==> config.mk <==
export PLATFORM = sky130hd
export DESIGN_NAME = bcd_scan_counter
export DESIGN_NICKNAME = d
export VERILOG_FILES = /design/src/rtl/bcd_scan_counter_pkg.sv /design/src/rtl/bcd_digit.sv /design/src/rtl/bcd_scan_counter.sv
export VERILOG_INCLUDE_DIRS = /design/src /design/src/rtl
export SDC_FILE = /design/constraint.sdc
export NUM_CORES = 1
export LEC_CHECK = 0
export ABC_AREA = 1
export BUFFER_PORTS_ARGS = -buffer_cell sky130_fd_sc_hd__buf_2
export CORE_MARGIN = 5
export CORE_UTILIZATION = 30
export CTS_CLUSTER_DIAMETER = 40
export DETAILED_ROUTE_END_ITERATION = 10
export PLACE_DENSITY = 0.43
export SETUP_SLACK_MARGIN = 0.05
export SLEW_MARGIN = 10
export SYNTH_ARGS = -nofsm -noshare
export SYNTH_HDL_FRONTEND = slang
export SYNTH_SLANG_ARGS = --single-unit
==> constraint.sdc <==
create_clock -name clk -period 1.9 [get_ports clk]
set_input_delay 0.38 -clock clk [delete_from_list [all_inputs] [get_ports clk]]
set_output_delay 0.38 -clock clk [all_outputs]
set_load 0.01 [all_outputs]
==> src/rtl/bcd_defs.vh <==
// Shared constants for the BCD scan counter: scan-state encodings,
// the 7-segment decoder blank code, the largest BCD digit and the digit count.
`ifndef BCD_DEFS_VH
`define BCD_DEFS_VH

`define S_D0      2'd0
`define S_D1      2'd1
`define S_D2      2'd2
`define S_D3      2'd3
`define BCD_BLANK 4'b1111
`define BCD_MAX   4'd9
`define NDIG      4

`endif

==> src/rtl/bcd_scan_counter_pkg.sv <==
// Package for the BCD scan counter: scan-state enum and digit constants,
// built on the shared bcd_defs.vh include.
package bcd_scan_counter_pkg;
  `include "bcd_defs.vh"

  typedef enum logic [1:0] {
    S_D0 = `S_D0,
    S_D1 = `S_D1,
    S_D2 = `S_D2,
    S_D3 = `S_D3
  } scan_state_t;

  localparam logic [3:0] BCD_MAX   = `BCD_MAX;
  localparam logic [3:0] BCD_BLANK = `BCD_BLANK;
  localparam int         NDIG      = `NDIG;

  // Out-of-range load digits collapse to zero; valid ones pass through.
  function automatic logic [3:0] bcd_sanitize(input logic [3:0] d);
    return (d > BCD_MAX) ? 4'd0 : d;
  endfunction
endpackage

==> src/rtl/bcd_digit.sv <==
// One BCD digit cell of the count chain.
// Ports:
//   clk, rst    clock, async active-high reset
//   load        synchronous load (wins over step)
//   load_digit  raw digit to load; values above 9 load as 0
//   step        advance this digit (carry/borrow in from the less-significant cell)
//   up          1 = increment, 0 = decrement
//   q           current digit value, always 0..9
//   carry       carry (up) / borrow (down) out to the next cell
module bcd_digit
  import bcd_scan_counter_pkg::*;
(
  input  logic       clk,
  input  logic       rst,
  input  logic       load,
  input  logic [3:0] load_digit,
  input  logic       step,
  input  logic       up,
  output logic [3:0] q,
  output logic       carry
);

  // Ripples in the same cycle: this cell rolls over while it is stepping.
  assign carry = step && (up ? (q == BCD_MAX) : (q == 4'd0));

  always_ff @(posedge clk or posedge rst) begin
    if (rst)       q <= 4'd0;
    else if (load) q <= bcd_sanitize(load_digit);
    else if (step) begin
      if (up) q <= (q == BCD_MAX) ? 4'd0 : q + 4'd1;
      else    q <= (q == 4'd0) ? BCD_MAX : q - 4'd1;
    end
  end

endmodule

==> src/rtl/bcd_scan_counter.sv <==
// Four-digit BCD up/down counter with a multiplexed 7-segment scan output.
// Parameter SCAN_DIV (1..255): cycles each digit stays selected.
// Ports:
//   clk, rst      clock, async active-high reset
//   en, up        count enable / direction (1 = up)
//   load,load_val synchronous load of four BCD digits (wins over en)
//   A,B,C,D       registered BCD code of the scanned digit (A = MSB)
//   dig_sel       one-hot digit strobe, bit0 = units
//   wrap          one-cycle pulse on 9999->0000 or 0000->9999
// Optional macro LEADING_ZERO_BLANK_EN: leading zero digits (never the
// units digit) are shown as the decoder blank code 1111.
module bcd_scan_counter
  import bcd_scan_counter_pkg::*;
#(
  parameter int SCAN_DIV = 4
) (
  input  logic        clk,
  input  logic        rst,
  input  logic        en,
  input  logic        up,
  input  logic        load,
  input  logic [15:0] load_val,
  output logic        A,
  output logic        B,
  output logic        C,
  output logic        D,
  output logic [3:0]  dig_sel,
  output logic        wrap
);

  localparam logic [7:0] PRESC_LAST = 8'(SCAN_DIV - 1);

  logic [NDIG-1:0][3:0] digits;
  logic [NDIG:0]        chain;

  // Count chain: the units cell steps on en; load suppresses every step.
  assign chain[0] = en & ~load;

  for (genvar i = 0; i < NDIG; i++) begin : g_dig
    bcd_digit u_dig (
      .clk        (clk),
      .rst        (rst),
      .load       (load),
      .load_digit (load_val[4*i +: 4]),
      .step       (chain[i]),
      .up         (up),
      .q          (digits[i]),
      .carry      (chain[i+1])
    );
  end

  // A carry out of the top digit is exactly a full-range wrap.
  always_ff @(posedge clk or posedge rst) begin
    if (rst) wrap <= 1'b0;
    else     wrap <= chain[NDIG];
  end

  // Scan FSM
  scan_state_t state, next_state;
  logic [7:0]  presc;
  logic        tick;

  assign tick = (presc == PRESC_LAST);

  always_ff @(posedge clk or posedge rst) begin
    if (rst) begin
      state <= S_D0;
      presc <= 8'd0;
    end else begin
      state <= next_state;
      presc <= tick ? 8'd0 : presc + 8'd1;
    end
  end

  always_comb begin
    next_state = state;
    if (tick) begin
      case (state)
        S_D0:    next_state = S_D1;
        S_D1:    next_state = S_D2;
        S_D2:    next_state = S_D3;
        default: next_state = S_D0;
      endcase
    end
  end

  always_comb begin
    case (state)
      S_D0:    dig_sel = 4'b0001;
      S_D1:    dig_sel = 4'b0010;
      S_D2:    dig_sel = 4'b0100;
      default: dig_sel = 4'b1000;
    endcase
  end

  // Display path: code of the selected digit, registered once.
  logic [3:0] sel_digit, disp, abcd;

  assign sel_digit = digits[state];

`ifdef LEADING_ZERO_BLANK_EN
  // lead_zero[i]: digit i and every more-significant digit are zero.
  logic [NDIG-1:0] lead_zero;
  always_comb begin
    lead_zero[NDIG-1] = (digits[NDIG-1] == 4'd0);
    for (int i = NDIG - 2; i >= 0; i--)
      lead_zero[i] = lead_zero[i+1] && (digits[i] == 4'd0);
  end
  assign disp = (state != S_D0 && lead_zero[state]) ? BCD_BLANK : sel_digit;
`else
  assign disp = sel_digit;
`endif

  always_ff @(posedge clk or posedge rst) begin
    if (rst) abcd <= 4'd0;
    else     abcd <= disp;
  end

  assign {A, B, C, D} = abcd;

endmodule

### After elaboration in Yosys (flattened, before gate mapping)

Cells that the tools add are included.

| storage, ports and cells | value |
|---|---|
| bits of input ports | 21 |
| flip-flop bits (word level) | 31 |

| operators by class | value |
|---|---|
| bitwise gates (word level) | 2 |
| muxes and demuxes | 33 |
| add/sub/neg operators | 9 |
| reduce and logical (&&, ||, !) cells | 13 |
| eq/ne operators | 7 |
| $lt $le $gt $ge | 5 |

Operators with widths:

| cell | number |
|---|---|
| $mux W4 | 25 |
| $add A4 B1 Y4 const B | 4 |
| $eq A4 B4 Y1 const B | 4 |
| $gt A4 B4 Y1 const B | 4 |
| $logic_not A4 Y1 | 4 |
| $sub A4 B1 Y4 const B | 4 |
| $pmux W4 S3 | 1 |
| $add A8 B1 Y8 const B | 1 |
| $bmux W4 S2 | 1 |
| $eq A8 B2 Y1 const B | 1 |
| $mux W8 | 1 |
| $reduce_bool A2 Y1 | 4 |
| $pmux W2 S3 | 1 |
| $logic_and A1 B1 Y1 | 4 |
| $mux W1 | 4 |
| $lt A2 B3 Y1 const B | 1 |
| $eq A2 B1 Y1 const B | 1 |
| $eq A2 B2 Y1 const B | 1 |
| $logic_not A2 Y1 | 1 |
| $and A1 B1 Y1 | 1 |
| $not A1 Y1 | 1 |

### Longest topological paths before layout

Gate-level depths: netlist of the first run.

| logic depth | value |
|---|---|
| depth after elaboration | 7 |
| gate-level depth with buffers | 11 |
| mapped depth without buffers | 10 |

### Cells and area by module

A second synthesis of the first run with hierarchy kept.

| unflattened totals | value |
|---|---|
| cell total of the unflattened synthesis | 351 |
| area, all modules | 2262.2 sq um |

Modules (own cells, without submodules):

| module | area an instance (sq um) | cells an instance | instances |
|---|---|---|---|
| bcd_digit | 365.4 | 62 | 4 |
| bcd_scan_counter | 800.8 | 103 | 1 |

### Least setup slack after synthesis of the first run

No wires, ideal clock.

| path | value |
|---|---|
| path type | register to output |
| start | register state[0] |
| end | output dig_sel[0] |
| data arrival time | 1095 ps |
| slack | 425 ps |
| cell stages (with the launch flop) | 4 |
| path through | dfrtp_1 > inv_1 > clkbuf_1 > ha_1 |

| on the way | value |
|---|---|
| cells in the longest elaborated chain, start to end | 2 |
| elaborated cells between the ends (all ways) | 4 |
| classes of those cells | 2 x eq/ne; 1 x mux; 1 x reduce/logical |

RTL lines:

| what | RTL line | RTL |
|---|---|---|
| start: declaration | bcd_scan_counter.sv:59 | `scan_state_t state, next_state;` |
| start signal: assignment | bcd_scan_counter.sv:70 | `state <= next_state;` |
| $eq A2 B2 Y1 (tied with other cells) | bcd_scan_counter.sv:88 | `case (state)` |
| $pmux W4 S3 * | bcd_scan_counter.sv:88 |  |
| end: declaration | bcd_scan_counter.sv:27 | `output logic [3:0] dig_sel,` |

Every way passes the cells marked *; elsewhere a longest branch is shown, timed or not.

### Final worst setup path of the first run

Ends and elaborated chain as after synthesis.

==> results of run 1 <==
-- registers in the layout (all words and copies together) (netlist names) --
signal,cells
abcd,4
g_dig.u_dig.q,16
presc,8
state,2
wrap,1
-- per-stage QoR --
stage                     instance area [µm²]  cells  hold WS (ns)
final                                    2720    484         0.167
after detailed placement                 2580    474         0.454
after floorplan                          2340    349         0.433
after global placement                   2580    474         0.454
after CTS                                2710    483         0.181
after global routing                     2720    484         0.217
-- metal layers --
layer	up-vias	share of wire	track usage	routed length, µm
met5	-	0	0	0
met4	0	0.017	0.0389	98
met3	11	0.041	0.0279	232
met2	42	0.44	0.193	2510
met1	996	0.50	0.172	2870
li1	1181	-	-	-
-- area by class of cell --
class                   count  area, µm²
fillers                   838       4930
multi-input cells         265       1330
inverters                  42        170
repair buffers             36        198
well taps                 102        128
clock buffers               6       82.6
clock inverters             2       35.0
flip-flops and latches     31        777
-- placed cells by master, fill, tap and decap left out, types with 2 or more instances in the layout --
cell,count
sky130_fd_sc_hd__nand2_1,109
sky130_fd_sc_hd__nand3_1,45
sky130_fd_sc_hd__dfrtp_1,30
sky130_fd_sc_hd__inv_1,29
sky130_fd_sc_hd__buf_2,29
sky130_fd_sc_hd__nor2_1,28
sky130_fd_sc_hd__o21ai_0,19
sky130_fd_sc_hd__a21oi_1,15
sky130_fd_sc_hd__o21ai_1,9
sky130_fd_sc_hd__inv_2,7
sky130_fd_sc_hd__buf_4,7
sky130_fd_sc_hd__ha_1,6
sky130_fd_sc_hd__clkbuf_8,6
sky130_fd_sc_hd__nand2_4,5
sky130_fd_sc_hd__xor2_1,5
sky130_fd_sc_hd__nand2_2,4
sky130_fd_sc_hd__nor2_2,3
sky130_fd_sc_hd__nor2_4,3
sky130_fd_sc_hd__clkinv_1,3
sky130_fd_sc_hd__nor3_1,3
sky130_fd_sc_hd__clkinvlp_4,2
sky130_fd_sc_hd__a31oi_1,2
-- what timing repair did --
item / in CTS / in global routing
resized for setup: 1 / 2
cloned: 0 / 0
buffers inserted: 1 / 1
setup endpoints to repair: 1 / 3
-- worst max-delay path, delay by kind of cell, from the launching register on --
kind | cells | cell delay, ns
fa+ha+maj | 1 | 0.23
buf+inv | 2 | 0.31
flops | 1 | 0.47
-- report_power, final --
group          switching (mW)  internal, mW
Sequential              0.111         0.722
Clock                   0.269         0.424
Combinational           0.336         0.203
-- how the worst max path moves through the flow --
stage	startpoint	slack, ns	cells past startpoint	end
CTS	state[0]	0.07	3	dig_sel[0]
finish	state[0]	0.23	3	dig_sel[0]
detailed placement	state[0]	0.35	3	dig_sel[0]
global route	state[0]	0.11	3	dig_sel[0]
global placement	state[0]	0.40	3	dig_sel[0]
floorplan	state[0]	0.42	3	dig_sel[0]
-- cell families (layout without fill, tap and decap cells) --
| logic type | after synthesis | count (layout) | share of synthesized area |
|---|---|---|---|
| xor gates and xnor gates | 6 | 6 | 0.0224 |
| and+or+nand+nor | 205 | 205 | 0.408 |
| adders and majority gates | 6 | 6 | 0.0321 |
| DFF | 31 | 31 | 0.331 |
| buffers and inverters | 53 | 86 | 0.100 |
| AOI/OAI and AO/OA | 48 | 48 | 0.106 |
==> tab_implementation.tex, run 1 <==
\begin{tabular}{lr}
\hline
Metric & Value \\
\hline
\multicolumn{2}{l}{\textbf{Outcome}} \\
Run status & finished clean \\
\multicolumn{2}{l}{\textbf{Clocking}} \\
Total clock buffers created by CTS & 5 \\
CTS hold repair buffers & 0 \\
CTS root buffer & sky130\_fd\_sc\_hd\_\_clkbuf\_8 \\
Clock latency on the worst-skew pair & 0.29 ns \\
Maximum level of the CTS H-tree & 2 \\
Max clock buf depth & 2 \\
CTS tree & done \\
Clock transition at the registers of the reported paths & 0.07 ns \\
CTS sink cnt & 31 \\
\multicolumn{2}{l}{\textbf{STA}} \\
Final max-slew violation count & 0 \\
Min cycle time layout & between 1.5 and 2 ns \\
Post-Route Setup TNS & 0 ns \\
Fmax & 0.598 GHz \\
Final Hold Fails & 0 \\
Worst Setup Slack, final & 0.227 ns \\
Final worst path period share & 0.880 \\
Post-route clock skew & between 0.007 and 0.008 ns \\
Slew HR & 0.725 \\
Setup repair after global routing missed its margin & no \\
Slew @ Worst Pin & approximately 0.41 ns \\
Number of failing setup endpoints in the final timing report & 0 \\
\multicolumn{2}{l}{\textbf{Place}} \\
Placement-stage worst setup slack & 0.349 ns \\
Final GP Congestion & between 0.8 and 0.9 \\
HPWL after detailed placement & between 4000 and 5000 µm \\
Port Buf Inserts & 29 \\
\multicolumn{2}{l}{\textbf{Floorplanning}} \\
Die W & 98.4 µm \\
Effective utilization at floorplan & 0.306 \\
Total die area & 0.00967 mm² \\
Placement row count & 32 \\
CORE AREA & 0.00765 mm² \\
IO Count & 30 \\
Vertical extent of the die & 98.4 µm \\
\multicolumn{2}{l}{\textbf{Logic synthesis}} \\
Top cell types by occurrence after synthesis & sky130\_fd\_sc\_hd\_\_nand2\_1, sky130\_fd\_sc\_hd\_\_nand3\_1, sky130\_fd\_sc\_hd\_\_dfrtp\_1 \\
Fraction of registers with async set or reset after synthesis & 1.00 \\
Primary FF master, synth & sky130\_fd\_sc\_hd\_\_dfrtp\_1 \\
Netlist cell types & 32 \\
Top post-synthesis cells by area & sky130\_fd\_sc\_hd\_\_dfrtp\_1, sky130\_fd\_sc\_hd\_\_nand2\_1, sky130\_fd\_sc\_hd\_\_nand3\_1 \\
Post-synthesis sequential area ratio & 0.331 \\
Most frequent cell after synthesis & sky130\_fd\_sc\_hd\_\_nand2\_1 \\
Top cell type by total area after synthesis & sky130\_fd\_sc\_hd\_\_dfrtp\_1 \\
Average instance area after synthesis & 6.71 µm² \\
Gate Count Post-Synth & roughly 350 \\
Synthesis-stage register bit count & 31 \\
Area fraction of the dominant cell type after synthesis & 0.331 \\
Number of warnings printed during yosys synthesis & 0 \\
Count of flip-flops with a built-in enable after synthesis & 0 \\
Total nets after synthesis & 376 \\
Synthesized cell area & 0.00234 mm² \\
\multicolumn{2}{l}{\textbf{Layout}} \\
Antenna Diode Count & 0 \\
Share of the core filled with cells & 0.356 \\
Area growth, synth to finish & 16.2\% \\
Post-layout nets & a little over 400 \\
Fraction of final layout cells sized beyond drive strength 1 & 0.194 \\
\multicolumn{2}{l}{\textbf{Setup path}} \\
Biggest fanout along the worst timing path & 8 \\
FF-to-FF path depth & 9 \\
Required time of the worst setup path & 1.52 ns \\
Highest cell delay on the worst timing path & approximately 0.47 ns \\
Reg-to-reg endpoint & g\_dig[3].u\_dig.q[1] \\
CP Capture Type & output port \\
Critical-path top delay cell & sky130\_fd\_sc\_hd\_\_dfrtp\_2 \\
Arrival time at the worst endpoint & 1.29 ns \\
Worst-path cell chain & clkinvlp\_4 > ha\_1 > buf\_2 \\
Worst reg2reg path startpoint & g\_dig[0].u\_dig.q[0] \\
Critical path launch point type & flip-flop \\
Reg-to-reg setup timing slack & 0.42 ns \\
Crit Path Category & reg2out \\
\multicolumn{2}{l}{\textbf{Hold path}} \\
Worst min-delay path class & in2async \\
\multicolumn{2}{l}{\textbf{Detailed routing}} \\
Final routed wirelength across all metal layers & 5710 µm \\
Drt first pass iters & 4 \\
Post-route DRC violation count & 0 \\
Detail Route Antenna Nets & 0 \\
Post-detailed-route wirelength per cell & 11.8 µm \\
Mean number of vias per cell & $\sim$4.6 \\
Via count of the routed design & 2230 \\
Violation count after the first detailed-routing iteration & 65 \\
\multicolumn{2}{l}{\textbf{GRT}} \\
Remaining global-route overflow & 0 \\
Maximum number of pins on one net before global-route repair & 32 \\
Number of antenna violations at the first check in global routing & 0 \\
All-Layer GR Usage & 0.124 \\
Wire length of the first global-routing pass & 9890 µm \\
Number of global-route vias before repair & 2109 \\
\multicolumn{2}{l}{\textbf{Job}} \\
Number of max-capacitance violations reported & 0 \\
\multicolumn{2}{l}{\textbf{Pwr}} \\
Total Power & 2.07 mW \\
Worst supply voltage drop on vdd & 0.000237 V \\
Standby leakage power & 1.46 nW \\
Power per cell area & 759 mW/mm² \\
\hline
\end{tabular}
Note: power is estimated with default switching activity, not from simulation.
==> run 2, diff against run 1 <==
==> constraint.sdc (replaced) <==
create_clock -name clk -period 1.9 [get_ports clk]
set_input_delay 0.285 -clock clk [delete_from_list [all_inputs] [get_ports clk]]
set_output_delay 0.285 -clock clk [all_outputs]
set_load 0.01 [all_outputs]
==> tab_implementation.tex, run 2 (synthesized netlist as in run 1, its figures left out) <==
\begin{tabular}{lr}
\hline
Metric & Value \\
\hline
\multicolumn{2}{l}{\textbf{Place}} \\
HPWL after detailed placement & 4420 µm \\
Port Buf Inserts & 29 \\
Placement-stage worst setup slack & 0.413 ns \\
Final GP Congestion & 0.807 \\
DP Area & 0.00256 mm² \\
Count of placed standard cells including taps & around 470 \\
\multicolumn{2}{l}{\textbf{Clocking}} \\
Maximum level of the CTS H-tree & 2 \\
Total clock buffers created by CTS & 5 \\
Clock transition at the registers of the reported paths & about 0.070 ns \\
CTS sink cnt & 31 \\
Clock latency on the worst-skew pair & 0.29 ns \\
CTS root buffer & sky130\_fd\_sc\_hd\_\_clkbuf\_8 \\
Max clock buf depth & 2 \\
CTS tree & done \\
\multicolumn{2}{l}{\textbf{GRT}} \\
Number of global-route vias before repair & 2092 \\
Met1 GRT Util & 0.184 \\
Remaining global-route overflow & 0 \\
Met3 Resource Use GR & 0.0250 \\
Layer with the highest usage & met2 \\
Wire length of the first global-routing pass & 10100 µm \\
Maximum number of pins on one net before global-route repair & 32 \\
Met2 track utilization from global routing & 0.194 \\
Number of antenna violations at the first check in global routing & 0 \\
All-Layer GR Usage & 0.126 \\
\multicolumn{2}{l}{\textbf{Layout}} \\
Fraction of final layout cells sized beyond drive strength 1 & 0.189 \\
Flip-flop count of the largest register, all copies and words added & 16 \\
Post-Layout Inst Area & 0.00271 mm² \\
Area growth, synth to finish & 15.5\% \\
Top library cells by usage in the layout, fill and taps aside & sky130\_fd\_sc\_hd\_\_nand2\_1, sky130\_fd\_sc\_hd\_\_nand3\_1, sky130\_fd\_sc\_hd\_\_dfrtp\_1 \\
Post-layout nets & 407 \\
FF+latch area & about 800 µm² \\
Share of the core filled with cells & 0.354 \\
Register with the most flip-flops & g\_dig.u\_dig.q \\
Number of standard cells in the final layout excluding fillers & 483 \\
Largest registers in the final layout & g\_dig.u\_dig.q (16), presc (8), abcd (4) \\
Filler cell count in the final layout & roughly 850 \\
Most common cell after layout, fill and taps aside & sky130\_fd\_sc\_hd\_\_nand2\_1 \\
Multi-input gate area & roughly 0.0013 mm² \\
Antenna Diode Count & 0 \\
\multicolumn{2}{l}{\textbf{Floorplanning}} \\
Effective utilization at floorplan & 0.306 \\
IO Count & 30 \\
Placement row count & 32 \\
Vertical extent of the die & 98.4 µm \\
Total die area & 0.00967 mm² \\
Die W & between 90 and 100 µm \\
CORE AREA & 0.00765 mm² \\
\multicolumn{2}{l}{\textbf{Setup path}} \\
FF-to-FF path depth & 7 \\
Number of stages on the worst setup path & 3 \\
Crit path max-delay family & flip-flops \\
Critical-path top delay cell & sky130\_fd\_sc\_hd\_\_dfrtp\_1 \\
Crit Path Category & reg2out \\
Worst-path cell chain & clkinv\_1 > ha\_1 > buf\_2 \\
Arrival time at the worst endpoint & 1.44 ns \\
Number of buffers and inverters on the critical path & 2 \\
Highest cell delay on the worst timing path & around 0.45 ns \\
Required time of the worst setup path & 1.62 ns \\
Critical path launch point type & flip-flop \\
Biggest fanout along the worst timing path & 10 \\
CP Capture Type & output port \\
\multicolumn{2}{l}{\textbf{STA}} \\
Slew @ Worst Pin & 0.410 ns \\
Number of failing setup endpoints in the final timing report & 0 \\
Final worst path period share & 0.909 \\
Slew HR & 0.727 \\
Final Hold Fails & 0 \\
Final max-slew violation count & 0 \\
Worst Setup Slack, final & 0.173 ns \\
Fmax & between 0.5 and 0.6 GHz \\
Post-route clock skew & 0.00950 ns \\
Min cycle time layout & about 1.7 ns \\
Post-Route Setup TNS & 0 ns \\
Setup repair after global routing missed its margin & no \\
\multicolumn{2}{l}{\textbf{Detailed routing}} \\
Detail Route Antenna Nets & 0 \\
Mean number of vias per cell & about 4.6 \\
Final routed wirelength across all metal layers & 5770 µm \\
Post-route DRC violation count & 0 \\
Post-detailed-route wirelength per cell & 12.0 µm \\
Drt first pass iters & 4 \\
Violation count after the first detailed-routing iteration & 79 \\
Via count of the routed design & 2202 \\
\multicolumn{2}{l}{\textbf{Pwr}} \\
Power per cell area & 757 mW/mm² \\
Worst supply voltage drop on vdd & 0.000239 V \\
Standby leakage power & 1.45 nW \\
\multicolumn{2}{l}{\textbf{Outcome}} \\
Run status & finished clean \\
\multicolumn{2}{l}{\textbf{Hold path}} \\
Worst min-delay path class & in2async \\
\multicolumn{2}{l}{\textbf{Job}} \\
Number of max-capacitance violations reported & 0 \\
\hline
\end{tabular}
==> run 2: worst reg2reg max path, stage by stage (launching register included) <==
cell and delay (ns):
sky130_fd_sc_hd__dfrtp_1 0.46, sky130_fd_sc_hd__nor2_1 0.28, sky130_fd_sc_hd__nand3_1 0.18, sky130_fd_sc_hd__nand2_4 0.13
sky130_fd_sc_hd__nand3_4 0.12, sky130_fd_sc_hd__nand2_4 0.10, sky130_fd_sc_hd__nand2_1 0.06, sky130_fd_sc_hd__nand2_1 0.05
==> run 2: power breakdown <==
group          total (mW)  switching, mW  internal, mW
Clock               0.670          0.280         0.390
Combinational       0.542          0.341         0.200
Sequential          0.835          0.113         0.722
Total                2.05          0.734          1.31
==> run 2: metal layers <==
layer  vias up  share of wire
li1       1181              -
met1       976           0.51
met2        39           0.44
met3         6          0.040
met4         0         0.0074
met5         -              0
==> run 2: through the flow <==
step,power (mW),hold WS [ns]
5_1_grt,2.20,0.133
6_report,2.05,0.0690
2_1_floorplan,1.25,0.389
3_5_place_dp,1.39,0.403
4_1_cts,2.07,0.0928
3_3_place_gp,1.41,0.405
==> run 2: what timing repair did <==
action / in CTS / in global routing
setup buffers: 0 / 3
hold buffers: 0 / 0
gates resized for setup: 0 / 2
endpoints found under the setup margin: 0 / 2
==> run 2: final cells by class <==
class,count,area share
clock inverters,3,0.0162
clock buffers,5,0.0254
repair buffers,35,0.0703
well taps,102,0.0472
flip-flops and latches,31,0.287
multi-input cells,265,0.492
inverters,42,0.0615
==> run 2: worst paths after layout <==
check / startpoint / to / slack (ns)
worst max-delay path: state[1] / dig_sel[0] / 0.17
worst min-delay path: rst / g_dig[3].u_dig.q[2] / 0.07
worst max register to register: g_dig[1].u_dig.q[0] / g_dig[3].u_dig.q[2] / 0.45
worst min register to register: presc[0] / presc[0] / 0.46
max in group asynchronous: rst / state[0] / 1.52
min in group clk: load_val[0] / g_dig[0].u_dig.q[0] / 0.25
==> run 3, diff against run 2 <==
--- a/config.mk
+++ b/config.mk
@@ -12,8 +12,8 @@
 export CORE_UTILIZATION = 30
 export CTS_CLUSTER_DIAMETER = 40
 export DETAILED_ROUTE_END_ITERATION = 10
-export PLACE_DENSITY = 0.43
-export SETUP_SLACK_MARGIN = 0.05
+export MAX_ROUTING_LAYER = met4
+export SETUP_SLACK_MARGIN = 0.5
 export SLEW_MARGIN = 10
 export SYNTH_ARGS = -nofsm -noshare
 export SYNTH_HDL_FRONTEND = slang
==> tab_implementation.tex, run 3 (synthesized netlist as in run 1, its figures left out) <==
\begin{tabular}{lr}
\hline
Metric & Value \\
\hline
\multicolumn{2}{l}{\textbf{Outcome}} \\
Run status & finished clean \\
\multicolumn{2}{l}{\textbf{Clocking}} \\
CTS sink cnt & 31 \\
Maximum level of the CTS H-tree & 2 \\
Max clock buf depth & 2 \\
CTS hold repair buffers & 0 \\
Clock transition at the registers of the reported paths & 0.07 ns \\
CTS tree & done \\
CTS root buffer & sky130\_fd\_sc\_hd\_\_clkbuf\_8 \\
Clock latency on the worst-skew pair & approximately 0.29 ns \\
Total clock buffers created by CTS & 5 \\
\multicolumn{2}{l}{\textbf{Place}} \\
Placement-stage worst setup slack & 0.425 ns \\
Port Buf Inserts & 29 \\
Final GP Congestion & 0.875 \\
Count of placed standard cells including taps & 472 \\
HPWL after detailed placement & around 4200 µm \\
\multicolumn{2}{l}{\textbf{STA}} \\
Post-Route Setup TNS & 0 ns \\
Slew HR & 0.734 \\
Worst Setup Slack, final & 0.444 ns \\
Final worst path period share & 0.766 \\
Setup repair after global routing missed its margin & yes \\
Final Hold Fails & 0 \\
Final max-slew violation count & 0 \\
Min cycle time layout & 1.46 ns \\
Fmax & 0.687 GHz \\
Post-route clock skew & 0.00914 ns \\
Slew @ Worst Pin & 0.400 ns \\
Number of failing setup endpoints in the final timing report & 0 \\
Hold\_ws & $\sim$0.074 ns \\
\multicolumn{2}{l}{\textbf{Setup path}} \\
Arrival time at the worst endpoint & 1.17 ns \\
Biggest fanout along the worst timing path & 4 \\
Required time of the worst setup path & $\sim$1.6 ns \\
Critical path launch point type & flip-flop \\
Reg-to-reg setup timing slack & 0.53 ns \\
CP Capture Type & output port \\
Crit Path Category & reg2out \\
\multicolumn{2}{l}{\textbf{GRT}} \\
Number of global-route vias before repair & 2268 \\
Wire length of the first global-routing pass & around 10000 µm \\
Remaining global-route overflow & 0 \\
All-Layer GR Usage & 0.128 \\
Number of antenna violations at the first check in global routing & 0 \\
Maximum number of pins on one net before global-route repair & 32 \\
\multicolumn{2}{l}{\textbf{Floorplanning}} \\
Effective utilization at floorplan & 0.306 \\
Vertical extent of the die & approximately 98 µm \\
IO Count & 30 \\
CORE AREA & around 0.0076 mm² \\
Placement row count & 32 \\
Die W & 98.4 µm \\
Total die area & 0.00967 mm² \\
\multicolumn{2}{l}{\textbf{Hold path}} \\
Worst min-delay path class & in2async \\
\multicolumn{2}{l}{\textbf{Layout}} \\
Top library cells by usage in the layout, fill and taps aside & sky130\_fd\_sc\_hd\_\_nand2\_1, sky130\_fd\_sc\_hd\_\_nand3\_1, sky130\_fd\_sc\_hd\_\_inv\_1, sky130\_fd\_sc\_hd\_\_buf\_2, sky130\_fd\_sc\_hd\_\_nor2\_1 \\
Area growth, synth to finish & 22.4\% \\
Post-layout nets & approximately 420 \\
Number of standard cells in the final layout excluding fillers & 491 \\
Fraction of final layout cells sized beyond drive strength 1 & 0.275 \\
Register with the most flip-flops & g\_dig.u\_dig.q \\
Largest registers in the final layout & g\_dig.u\_dig.q (16), presc (8), abcd (4) \\
Antenna Diode Count & 0 \\
Flip-flop count of the largest register, all copies and words added & 16 \\
Most common cell after layout, fill and taps aside & sky130\_fd\_sc\_hd\_\_nand2\_1 \\
\multicolumn{2}{l}{\textbf{Detailed routing}} \\
Final routed wirelength across all metal layers & 5760 µm \\
Via count of the routed design & 2299 \\
Violation count after the first detailed-routing iteration & 91 \\
Mean number of vias per cell & $\sim$4.7 \\
Detail Route Antenna Nets & 0 \\
Drt first pass iters & 4 \\
Post-route DRC violation count & 0 \\
Post-detailed-route wirelength per cell & approximately 12 µm \\
\multicolumn{2}{l}{\textbf{Pwr}} \\
Standby leakage power & between 1 and 1.5 nW \\
Power per cell area & between 700 and 800 mW/mm² \\
Worst supply voltage drop on vdd & 0.000300 V \\
\multicolumn{2}{l}{\textbf{Job}} \\
Number of max-capacitance violations reported & 0 \\
\hline
\end{tabular}
==> run 3: where the power goes <==
part,leakage (nW),switching (mW),internal [mW]
Combinational,1.04,0.360,0.233
Sequential,0.385,0.119,0.729
Clock,0.0612,0.266,0.424
Total,1.48,0.745,1.39
==> run 3: layout make-up <==
type / instances / area [µm²]
Clock buffer: 6 / 82.6
Timing Repair Buffer: 43 / 256
Inverter: 42 / 174
Tap cell: 102 / 128
Fill cell: 808 / 4780
Clock inverter: 2 / 35.0
Multi-Input combinational cell: 265 / 1400
Sequential cell: 31 / 791
==> run 3: metal layers <==
layer | global-route usage | vias up | share of wire | wire length [µm]
met2 | 0.203 | 62 | 0.48 | 2740
met1 | 0.162 | 1039 | 0.47 | 2700
met5 | - | - | 0 | 0
met4 | 0.0336 | 0 | 0.0043 | 25
met3 | 0.0329 | 4 | 0.051 | 295
li1 | - | 1194 | - | -
==> run 3: timing repair <==
action / 4_1_cts / 5_1_grt
gates resized for setup: 15 / 22
pin swaps: 4 / 5
cloned: 0 / 0
endpoints found under the setup margin: 11 / 16
buffers inserted: 7 / 4
==> run 3: worst max-delay path, cell delays in order (launching register included) <==
cell and delay [ns]:
sky130_fd_sc_hd__dfrtp_2 0.43, sky130_fd_sc_hd__clkinvlp_4 0.14, sky130_fd_sc_hd__ha_2 0.19, sky130_fd_sc_hd__buf_2 0.13
==> run 3: path summary, 6_finish.rpt <==
| check | from | endpoint | depth (start not counted) |
|---|---|---|---|
| worst max-delay path | state[0] | dig_sel[0] | 3 |
| worst min-delay path | rst | g_dig[2].u_dig.q[0] | 3 |
| worst max register to register | g_dig[0].u_dig.q[2] | g_dig[3].u_dig.q[2] | 9 |
| worst min register to register | presc[0] | presc[0] | 1 |
| max in group asynchronous | rst | state[1] | 3 |
| min in group clk | load_val[0] | g_dig[0].u_dig.q[0] | 3 |
==> run 3: per-stage QoR <==
stage          utilization  instance area (µm²)  power (mW)
3_3_place_gp         0.335                 2560        1.38
6_report             0.375                 2870        2.13
3_5_place_dp         0.335                 2560        1.38
2_1_floorplan            -                 2340        1.25
4_1_cts              0.363                 2770        2.10
5_1_grt              0.375                 2870        2.29
